File: src/rtl/fp_add_initiator.sv
// fp_add_initiator: queues IEEE-754 single operand pairs and sequences them
// one at a time through an external adder (IDLE -> ISSUE -> WAIT -> HOLD).
// Optional feature: define FP_ADD_TIMEOUT_EN to abort a WAIT that exceeds
// TIMEOUT_CYCLES, returning a quiet NaN with res_error set.
module fp_add_initiator #(
  parameter int DEPTH          = 4,
  parameter int TIMEOUT_CYCLES = 64
) (
  input  logic        clk,
  input  logic        reset,
  input  logic        in_valid,
  output logic        in_ready,
  input  logic [31:0] in_a,
  input  logic [31:0] in_b,
  output logic [31:0] add_a,
  output logic [31:0] add_b,
  output logic        add_available,
  output logic        add_exception,
  input  logic [31:0] add_sum,
  input  logic        add_done,
  output logic        res_valid,
  input  logic        res_ready,
  output logic [31:0] res_sum,
  output logic        res_error,
  output logic        busy
);

  localparam int              PW   = $clog2(DEPTH);
  localparam int              CW   = $clog2(DEPTH + 1);
  localparam logic [CW-1:0]   FULL = CW'(DEPTH);

  // Elaboration-time guard on the parameter ranges this block supports.
  if (DEPTH < 2 || DEPTH > 16 || (DEPTH & (DEPTH - 1)) != 0 || TIMEOUT_CYCLES < 1)
  begin : g_bad_param
    $error("fp_add_initiator: DEPTH must be a power of two in 2..16, TIMEOUT_CYCLES >= 1");
  end

  typedef enum logic [1:0] {S_IDLE, S_ISSUE, S_WAIT, S_HOLD} state_e;

  function automatic logic is_special(input logic [31:0] x);
    return x[30:23] == 8'hFF;
  endfunction

  state_e          state_q, state_d;
  logic [63:0]     mem [DEPTH];
  logic [PW-1:0]   wr_ptr_q, wr_ptr_d, rd_ptr_q, rd_ptr_d;
  logic [CW-1:0]   count_q, count_d;
  logic [31:0]     add_a_q, add_a_d, add_b_q, add_b_d;
  logic            add_exc_q, add_exc_d;
  logic [31:0]     res_sum_q, res_sum_d;
  logic [63:0]     head;
  logic            push, pop;

`ifdef FP_ADD_TIMEOUT_EN
  localparam int            TW       = $clog2(TIMEOUT_CYCLES + 1);
  localparam logic [TW-1:0] TMO_LAST = TW'(TIMEOUT_CYCLES - 1);
  localparam logic [31:0]   QNAN     = 32'h7FC0_0000;
  logic [TW-1:0] tmo_q, tmo_d;
  logic          res_err_q, res_err_d;
  assign res_error = res_err_q;
`else
  assign res_error = 1'b0;
`endif

  // in_ready depends only on the registered occupancy, never on this cycle's pop.
  assign in_ready      = (count_q != FULL);
  assign push          = in_valid && in_ready;
  assign pop           = (state_q == S_IDLE) && (count_q != '0);
  assign head          = mem[rd_ptr_q];
  assign add_a         = add_a_q;
  assign add_b         = add_b_q;
  assign add_exception = add_exc_q;
  assign add_available = (state_q == S_ISSUE);
  assign res_valid     = (state_q == S_HOLD);
  assign res_sum       = res_sum_q;
  assign busy          = (state_q != S_IDLE);

  // Next-state logic for the queue pointers, occupancy and operation sequencer.
  always_comb begin
    // NOTE: every variable gets a default first so no path leaves it unassigned (no latch).
    state_d   = state_q;
    wr_ptr_d  = wr_ptr_q + PW'(push);
    rd_ptr_d  = rd_ptr_q + PW'(pop);
    count_d   = count_q;
    add_a_d   = add_a_q;
    add_b_d   = add_b_q;
    add_exc_d = add_exc_q;
    res_sum_d = res_sum_q;
`ifdef FP_ADD_TIMEOUT_EN
    tmo_d     = '0;
    res_err_d = res_err_q;
`endif

    unique case ({push, pop})
      2'b10:   count_d = count_q + 1'b1;
      2'b01:   count_d = count_q - 1'b1;
      default: count_d = count_q;
    endcase

    unique case (state_q)
      S_IDLE: begin
        if (pop) begin
          add_a_d   = head[63:32];
          add_b_d   = head[31:0];
          add_exc_d = is_special(head[63:32]) || is_special(head[31:0]);
          state_d   = S_ISSUE;
        end
      end
      S_ISSUE: state_d = S_WAIT;
      S_WAIT: begin
        // A completion on the expiry cycle takes priority over the abort.
        if (add_done) begin
          res_sum_d = add_sum;
`ifdef FP_ADD_TIMEOUT_EN
          res_err_d = 1'b0;
`endif
          state_d   = S_HOLD;
        end
`ifdef FP_ADD_TIMEOUT_EN
        else if (tmo_q == TMO_LAST) begin
          res_sum_d = QNAN;
          res_err_d = 1'b1;
          state_d   = S_HOLD;
        end else begin
          tmo_d = tmo_q + 1'b1;
        end
`endif
      end
      S_HOLD: begin
        if (res_ready) state_d = S_IDLE;
      end
      default: state_d = S_IDLE;
    endcase
  end

  // Operand storage; written on push only.
  // NOTE: the array has no reset -- the pointers and occupancy define which entries are live.
  always_ff @(posedge clk) begin
    if (push) mem[wr_ptr_q] <= {in_a, in_b};
  end

  // State registers with synchronous reset.
  always_ff @(posedge clk) begin
    // NOTE: non-blocking assignments so every flop samples pre-edge values.
    if (reset) begin
      state_q   <= S_IDLE;
      wr_ptr_q  <= '0;
      rd_ptr_q  <= '0;
      count_q   <= '0;
      add_a_q   <= '0;
      add_b_q   <= '0;
      add_exc_q <= 1'b0;
      res_sum_q <= '0;
`ifdef FP_ADD_TIMEOUT_EN
      tmo_q     <= '0;
      res_err_q <= 1'b0;
`endif
    end else begin
      state_q   <= state_d;
      wr_ptr_q  <= wr_ptr_d;
      rd_ptr_q  <= rd_ptr_d;
      count_q   <= count_d;
      add_a_q   <= add_a_d;
      add_b_q   <= add_b_d;
      add_exc_q <= add_exc_d;
      res_sum_q <= res_sum_d;
`ifdef FP_ADD_TIMEOUT_EN
      tmo_q     <= tmo_d;
      res_err_q <= res_err_d;
`endif
    end
  end

endmodule
File: config.mk
export PLATFORM = sky130hd
export DESIGN_NAME = fp_add_initiator
export DESIGN_NICKNAME = d
export VERILOG_FILES = /design/src/rtl/fp_add_initiator.sv
export SDC_FILE = /design/constraint.sdc
export NUM_CORES = 1
export LEC_CHECK = 0
export CORE_UTILIZATION = 55
export DETAILED_ROUTE_END_ITERATION = 6
export GPL_ROUTABILITY_DRIVEN = 0
export PLACE_DENSITY = 0.81
export SLEW_MARGIN = 20
export SYNTH_ARGS = -nofsm -noshare
export SYNTH_HDL_FRONTEND = slang
export SYNTH_SLANG_ARGS = --single-unit
File: constraint.sdc
create_clock -name clk -period 12.5 [get_ports clk]
set_clock_uncertainty 0.2 [all_clocks]
set_input_delay 2.5 -clock clk [delete_from_list [all_inputs] [get_ports clk]]
set_output_delay 2.5 -clock clk [all_outputs]
set_load 0.02 [all_outputs]
==> results of run 1 <==
==> state kept, by name, indices dropped and copies added, names as in the netlist <==
name / flops
mem: 256
add_a: 32
add_b: 32
res_sum: 32
count_q: 3
rd_ptr_q: 2
state_q: 2
wr_ptr_q: 2
add_exception: 1
==> how the worst max path moves through the flow <==
| stage | start | slack (ns) | depth (start not counted) | end |
|---|---|---|---|---|
| CTS | state_q[0] | 7.86 | 4 | busy |
| detailed placement | in_valid | 7.75 | 4 | mem[2][49] |
| finish | state_q[0] | 7.88 | 4 | busy |
| global placement | in_valid | 7.80 | 4 | mem[3][49] |
| global route | state_q[0] | 7.81 | 4 | busy |
| floorplan | in_valid | 4.39 | 2 | mem[1][0] |
==> worst max-delay path: cells and delay by family, from the launching register on <==
family / cells / cell delay, ns
buf+inv: 3 / 0.77
flops: 1 / 0.39
fa+ha+maj: 1 / 0.27
==> report_power, final <==
| part | leakage, nW | internal, W | switching [W] |
|---|---|---|---|
| registers | 3.21 | 0.00149 | 0.000109 |
| clock network | 0.568 | 0.000618 | 0.000426 |
| logic | 1.62 | 0.000410 | 0.000512 |
| total | 5.40 | 0.00252 | 0.00105 |
==> cell families (layout without fill, tap and decap cells) <==
logic type | after synthesis | in the layout
flops | 362 | 362
simple gates | 218 | 218
compound gates | 103 | 103
mux | 65 | 65
buf+inv | 59 | 286
fa+ha+maj | 9 | 9
xor+xnor | 4 | 4
other cells | 1 | 2
==> cells in the final DEF (no fill, tap or decap), types with 2 or more instances in the layout <==
master | synthesis | final
a21oi_1 | 98 | 98
buf_4 | 2 | 9
bufinv_16 | 0 | 3
clkbuf_1 | 21 | 6
clkbuf_16 | 0 | 37
clkbuf_8 | 0 | 2
clkdlybuf4s50_1 | 0 | 200
clkinv_1 | 0 | 7
clkinv_2 | 0 | 7
clkinvlp_4 | 0 | 2
dfxtp_1 | 106 | 104
dfxtp_4 | 0 | 2
edfxtp_1 | 256 | 256
ha_1 | 8 | 8
inv_1 | 10 | 10
inv_6 | 0 | 2
mux4_1 | 3 | 3
mux4_2 | 61 | 61
nand2_1 | 194 | 194
nand4_1 | 4 | 4
nor2_1 | 9 | 9
nor2b_1 | 2 | 2
nor3b_2 | 0 | 2
xnor2_1 | 2 | 2
xor2_1 | 2 | 2
==> per-layer routing <==
metal / vias to the layer above / share of wire [%] / routed length [um] / GRT usage [%]
met5: - / 0.042 / 11 / 0
met4: 2 / 2.7 / 698 / 8.03
met3: 49 / 7.9 / 2070 / 5.29
met2: 273 / 50 / 13000 / 36.4
met1: 3605 / 40 / 10400 / 27.4
li1: 3448 / - / - / -
==> area by class of cell <==
cell class / count / area, um^2 / area share [%]
timing repair buffer: 209 / 2070 / 12.5
antenna: 1 / 2.50 / 0.0151
clock inverter: 21 / 184 / 1.11
tap: 319 / 399 / 2.42
clock buffer: 45 / 976 / 5.91
sequential: 362 / 9820 / 59.4
multi-input combinational: 400 / 3030 / 18.4
inverter: 11 / 41.3 / 0.250
==> stage by stage <==
stage | hold slack (ns) | utilization (%) | instance area, um^2 | power, W
2_1_floorplan | 0.272 | - | 13100 | 0.00218
3_5_place_dp | 0.245 | 65.6 | 15400 | 0.00255
4_1_cts | 0.254 | 70.6 | 16500 | 0.00360
3_3_place_gp | 0.240 | 65.6 | 15400 | 0.00252
5_1_grt | 0.271 | 70.6 | 16500 | 0.00373
6_report | 0.251 | 70.6 | 16500 | 0.00356
==> qor.yml, run 1 <==
grt.total_usage_pct: 21.6
cp_slowest_stage_delay_ns: 0.60
pre_cts_ws_ns: 7.75
hold_depth: 2
dieArea_um2: 24500
yosysTopAreaCellShare_pct: 58.6
initialDrtViolationCount: 479
ir_worst_vdd_uv: 142
period_share_pct: 37.0
clk_path_buf_depth: 3
syn_area_um2: 13100
synthTopCellsByArea: "edfxtp_1 59%, dfxtp_1 16%, mux4_2 10%"
path_cells: "inv_1 -> ha_1 -> inv_1 -> clkdlybuf4s50_1"
nFillCells: 1536
max_freq_ghz: 0.216
ys_types: 35
synth_compound_area_share_pct: 4.03
wire_per_inst_um: 19.2
hp-class: "register to register"
max_slew_margin_pct: 31.1
vias: 7377
vias_per_cell: 5.39
slew_violations: 0
regToRegEndpoint: "rd_ptr_q[0]"
syn_avg_cell_area_um2: 16.0
power.density_nw_per_um2: 216
ant_nets: 0
h-tree-depth: 2
portBuffers: 201
finalNetCount: 1130
yosysSeqAreaShare_pct: 74.8
min_delay_worst_endpoint: "res_sum[12]"
clk_pin_slew_worst_paths_ns: 0.06
drv_cap: 0
synth_common_cells: "256 x edfxtp_1, 194 x nand2_1, 106 x dfxtp_1"
worst_slew_pin_slew_ns: 1.03
clock_sinks: 362
synth.most_common_cell: "edfxtp_1"
first_pass_iters: 6
root_buffer: "clkbuf_16"
synth_nets: 931
cts_tree: "yes"
cp.arrival_ns: 1.92
core_area_um2: 23400
leakagePower_nw: 5.40
pin_count: 203
worstHoldStart: "res_sum[12]"
fin_tns_setup_ns: 0
hpwlAfterDp_um: 15100
worstPathMaxFanout: 4
worst-r2r-setup-slack_ns: 9.66
ys_ff_latch: 362
numCtsBuffers: 36
fp.dieH_um: 156
synth-edff-count: 256
yosys.area.top_type: "edfxtp_1"
final_layout_size_suffix_gt1_share_pct: 12.6
setup_viol: 0
crit_type: "register to output pin"
antenna_found_initial: 2
cts_setup_buffers: 0
area_growth_pct: 25.9
async_reset_ff_share_pct: 0
synthSimpleGateAreaFrac_pct: 6.51
synth_fa_ha_area_share_pct: 0.916
slowest_stage: "clkdlybuf4s50_1"
rows: 56
final-instance-count-excl-fill: 1368
grt_overflow: 0
synth_xor_area_share_pct: 0.267
grt_pass1_vias: 7458
drc: 1
yosys_warnings: 0
rr_startpoint: "state_q[0]"
grt_pass1_wl_um: 39800
start_util_pct: 56.1
required_ns: 9.80
violations: "DRC"
cts_hold_buf: 0
synth_flop_cell: "edfxtp_1"
status: "finished, violations left"
period_minus_slack_ns: 4.62
synthMuxAreaShare_pct: 11.1
cts_resized: 0
cp-end-kind: "output pin"
synth_top_family_by_area: "multiplexers"
cp_common_cell: "inv_1"
grt_max_degree: 80
hold_viol: 0
syn_inst: 821
cp-start-kind: "register"
rr_worst_depth: 7
place_inst: 1301
die_w_um: 156
setup_ws_ns: 7.88
wirelength_um: 26200
insertion_delay_ns: 0.51
rsz0062_at_grt: "no"
Power figures use the tool's default switching activity.
==> run 2: changes to the inputs <==
CORE_UTILIZATION = 48   (was 55)
PLACE_DENSITY = 0.75   (was 0.81)
clock period = 3.8 ns   (was 12.5 ns; I/O delays follow)
==> run 2 against run 1 <==
Effect of this change:
- the flow now finishes without violations
- first-iteration DRC count up 26%
- clock power grew to 3.5 times the previous value
- non-clock buffer count increased by 8
- power rose to 3.4 times the previous value
- global-route usage decreased by 2.2 points
- hold slack gained 0.0011 ns
- sequential power grew to 3.3 times the previous value
- routed wire length rose by 1.9%
- via count grew 1.1%
- register-to-register slack worse by 8.3 ns
- sequential cell count is the same
- die area up 14%
==> qor.yml, run 2 (same netlist as run 1, synthesis figures left out) <==
cp-start-kind: "register"
worst-r2r-setup-slack_ns: 1.33
cts_resized: 0
rr_startpoint: "rd_ptr_q[0]"
insertion_delay_ns: 0.52
final_layout_size_suffix_gt1_share_pct: 13.2
hp-class: "register to register"
cts_hold_buf: 0
initialDrtViolationCount: 605
hold_viol: 0
pin_count: 203
fp.dieH_um: 167
rows: 60
drc: 0
wirelength_um: 26700
nFillCells: 1973
multiInputGateArea_um2: 3050
clk_path_buf_depth: 3
power.density_nw_per_um2: 716
period_minus_slack_ns: 2.87
setup_ws_ns: 0.932
cp-end-kind: "output pin"
clock_sinks: 362
portBuffers: 201
drv_cap: 0
rr_worst_depth: 4
grt_max_degree: 68
antenna_found_initial: 2
worstHoldStart: "res_sum[29]"
die_w_um: 167
grt.total_usage_pct: 19.4
root_buffer: "clkbuf_16"
top_register: "mem"
numCtsBuffers: 37
layout_common_cells: "256 x edfxtp_1, 200 x clkdlybuf4s50_1, 194 x nand2_1"
period_share_pct: 75.5
grt_pass1_wl_um: 41900
ant_nets: 0
pre_cts_ws_ns: 0.775
cp.arrival_ns: 1.91
max_slew_margin_pct: 32.1
worst_slew_pin_slew_ns: 1.02
max_freq_ghz: 0.349
fin_tns_setup_ns: 0
cts_setup_buffers: 0
seq_area_um2: 9820
vias_per_cell: 5.33
layout_commonest_cell: "edfxtp_1"
grt_pass1_vias: 7600
largest_register_ffs: 256
vias: 7461
regToRegEndpoint: "add_b[14]"
leakagePower_nw: 5.49
setup_viol: 0
grt_overflow: 0
hold_depth: 2
hpwlAfterDp_um: 15900
finalNetCount: 1139
first_pass_iters: 5
status: "completed"
area_growth_pct: 27.6
dieArea_um2: 28000
wire_per_inst_um: 19.1
clk_pin_slew_worst_paths_ns: 0.06
worstPathMaxFanout: 4
start_util_pct: 48.8
min_delay_worst_endpoint: "res_sum[29]"
h-tree-depth: 2
cts_tree: "yes"
required_ns: 2.84
rsz0062_at_grt: "no"
crit_type: "register to output pin"
core_area_um2: 26900
ir_worst_vdd_uv: 402
slew_violations: 0
==> run 2: report_power, final <==
part / internal (W) / switching [W]
logic: 0.00137 / 0.00168
clock network: 0.00226 / 0.00140
registers: 0.00490 / 0.000374
==> run 2: critical path, stage by stage (launching register included) <==
cell and delay, ns:
dfxtp_1 0.38, inv_1 0.09, ha_1 0.26, inv_1 0.07
clkdlybuf4s50_1 0.61
==> run 2: worst max-delay path by stage <==
stage | slack (ns) | depth (start not counted) | to | from
3_5_place_dp | 0.78 | 8 | count_q[2] | in_valid
2_1_floorplan | 0.50 | 2 | mem[1][0] | in_valid
6_report | 0.93 | 4 | busy | state_q[0]
4_1_cts | 0.90 | 4 | busy | state_q[0]
3_3_place_gp | 0.80 | 8 | count_q[2] | in_valid
5_1_grt | 0.80 | 4 | busy | state_q[0]
==> run 2: cell type report <==
type | count | area share (%)
Inverter | 11 | 0.247
Tap cell | 341 | 2.55
Clock inverter | 10 | 0.964
Multi-Input combinational cell | 400 | 18.2
Antenna cell | 1 | 0.0149
Timing Repair Buffer | 217 | 12.8
Sequential cell | 362 | 58.6
Clock buffer | 57 | 6.55
==> run 2: routing by layer <==
metal / track usage (%) / wire length (um) / vias up
met5: 0 / 13 / -
met4: 5.23 / 534 / 2
li1: - / - / 3451
met1: 25.5 / 11200 / 3704
met3: 3.88 / 1690 / 45
met2: 33.2 / 13200 / 259
==> run 2: metrics by stage <==
stage               instance area (um^2)  hold WS [ns]  util [%]  cells  total power [W]
global route                       16700         0.279      62.3   1399           0.0125
CTS                                16700         0.254      62.3   1398           0.0121
floorplan                          13200         0.272         -    821          0.00716
detailed placement                 15500         0.246      57.6   1331          0.00843
finish                             16700         0.252      62.3   1399           0.0120
global placement                   15500         0.241      57.6   1331          0.00837
==> run 3: changes to the inputs <==
CORE_UTILIZATION = 53   (was 48)
PLACE_DENSITY = 0.79   (was 0.75)
clock period = 2.8 ns   (was 3.8 ns; I/O delays follow)
==> run 3 against run 2 <==
Effect of this change:
- setup slack worse by 0.64 ns
- register-to-register slack worse by 0.85 ns
- critical path type unchanged
- via count down 0.28%
- critical path depth down 1
- non-clock buffer count up 2
- sequential power up 35%
- core utilization rose by 7.0 points
==> qor.yml, run 3 (same netlist as run 1, synthesis figures left out) <==
slew_violations: 0
leakagePower_nw: 5.53
max_freq_ghz: 0.399
h-tree-depth: 2
max_slew_margin_pct: 45.4
worst-r2r-setup-slack_ns: 0.48
vias: 7440
min_delay_worst_endpoint: "res_sum[1]"
place_inst: 1316
numCtsBuffers: 35
root_buffer: "clkbuf_16"
grt_max_degree: 68
status: "completed"
final_layout_size_suffix_gt1_share_pct: 14.1
worstHoldStart: "res_sum[1]"
cp-start-kind: "register"
hpwlAfterDp_um: 16100
rsz0062_at_grt: "no"
period_share_pct: 89.5
fin_tns_setup_ns: 0
antenna_found_initial: 1
start_util_pct: 53.9
top_register: "mem"
clk_pin_slew_worst_paths_ns: 0.06
cts_hold_buf: 0
hold_viol: 0
rr_worst_depth: 10
core_area_um2: 24300
final-instance-count-excl-fill: 1380
initialDrtViolationCount: 646
power.density_nw_per_um2: 967
pin_count: 203
layout_common_cells: "256 x edfxtp_1, 199 x clkdlybuf4s50_1, 193 x nand2_1"
grt.total_usage_pct: 21.2
drv_cap: 0
required_ns: 2.04
insertion_delay_ns: 0.50
wirelength_um: 26300
grt_overflow: 0
crit_type: "register to output pin"
cts_tree: "yes"
layout_commonest_cell: "edfxtp_1"
clock_sinks: 362
first_pass_iters: 5
cts_resized: 0
clk_path_buf_depth: 3
rows: 57
finalNetCount: 1139
grt_pass1_vias: 7556
pre_cts_ws_ns: 0.0995
grt_pass1_wl_um: 41200
hold_depth: 2
portBuffers: 201
die_w_um: 159
area_growth_pct: 28.5
dr.max_layer_used: "met4"
vias_per_cell: 5.39
dieArea_um2: 25400
wire_per_inst_um: 19.1
cp-end-kind: "output pin"
worst_slew_pin_slew_ns: 0.818
ir_worst_vdd_uv: 644
dr_wl_met2_um: 13200
rr_startpoint: "state_q[1]"
largest_register_ffs: 256
drc: 0
fp.dieH_um: 159
dr_wl_met3_um: 1760
setup_ws_ns: 0.293
worstPathMaxFanout: 4
hp-class: "register to register"
cts_setup_buffers: 0
period_minus_slack_ns: 2.51
cp.arrival_ns: 1.75
ant_nets: 0
setup_viol: 0
whs_ns: 0.253
wl_met1_um: 10900
nFillCells: 1600
regToRegEndpoint: "count_q[2]"
[run 3: worst max-delay path by stage]
stage	endpoint	cells past startpoint	slack (ns)	start
3_3_place_gp	count_q[2]	8	0.16	in_valid
5_1_grt	add_available	3	0.19	state_q[1]
4_1_cts	busy	4	0.06	state_q[0]
6_report	add_available	3	0.29	state_q[1]
2_1_floorplan	mem[2][0]	2	-0.13	in_valid
3_5_place_dp	count_q[2]	8	0.1	in_valid
[run 3: area by class of cell]
cell class | instances | area (um^2) | area share (%)
timing repair buffer | 219 | 2280 | 13.6
antenna | 1 | 2.50 | 0.0148
clock inverter | 19 | 230 | 1.37
clock buffer | 44 | 995 | 5.90
tap | 324 | 405 | 2.40
inverter | 11 | 41.3 | 0.245
sequential | 362 | 9820 | 58.2
multi-input combinational | 400 | 3080 | 18.3
[run 3: where the power goes]
part | internal [W] | switching, W | total [W]
Sequential | 0.00664 | 0.000465 | 0.00711
Combinational | 0.00194 | 0.00235 | 0.00429
Clock | 0.00299 | 0.00191 | 0.00491
[run 3: per-layer routing]
| metal | GRT usage [%] | vias to the layer above |
|---|---|---|
| met3 | 4.82 | 40 |
| met2 | 36.0 | 271 |
| li1 | - | 3458 |
| met4 | 4.94 | 0 |
| met1 | 27.9 | 3671 |
| met5 | 0 | - |
[run 3: worst max-delay path, stage by stage (launching register included)]
cell and delay, ns:
dfxtp_1 0.34, inv_1 0.12, ha_1 0.19, clkdlybuf4s50_1 0.61
[run 3: stage by stage]
step	cell area, um^2	utilization [%]	total power, W
global route	16900	69.3	0.0170
detailed placement	15600	64.3	0.0115
floorplan	13200	-	0.00975
global placement	15600	64.3	0.0114
CTS	16900	69.3	0.0165
finish	16900	69.3	0.0163
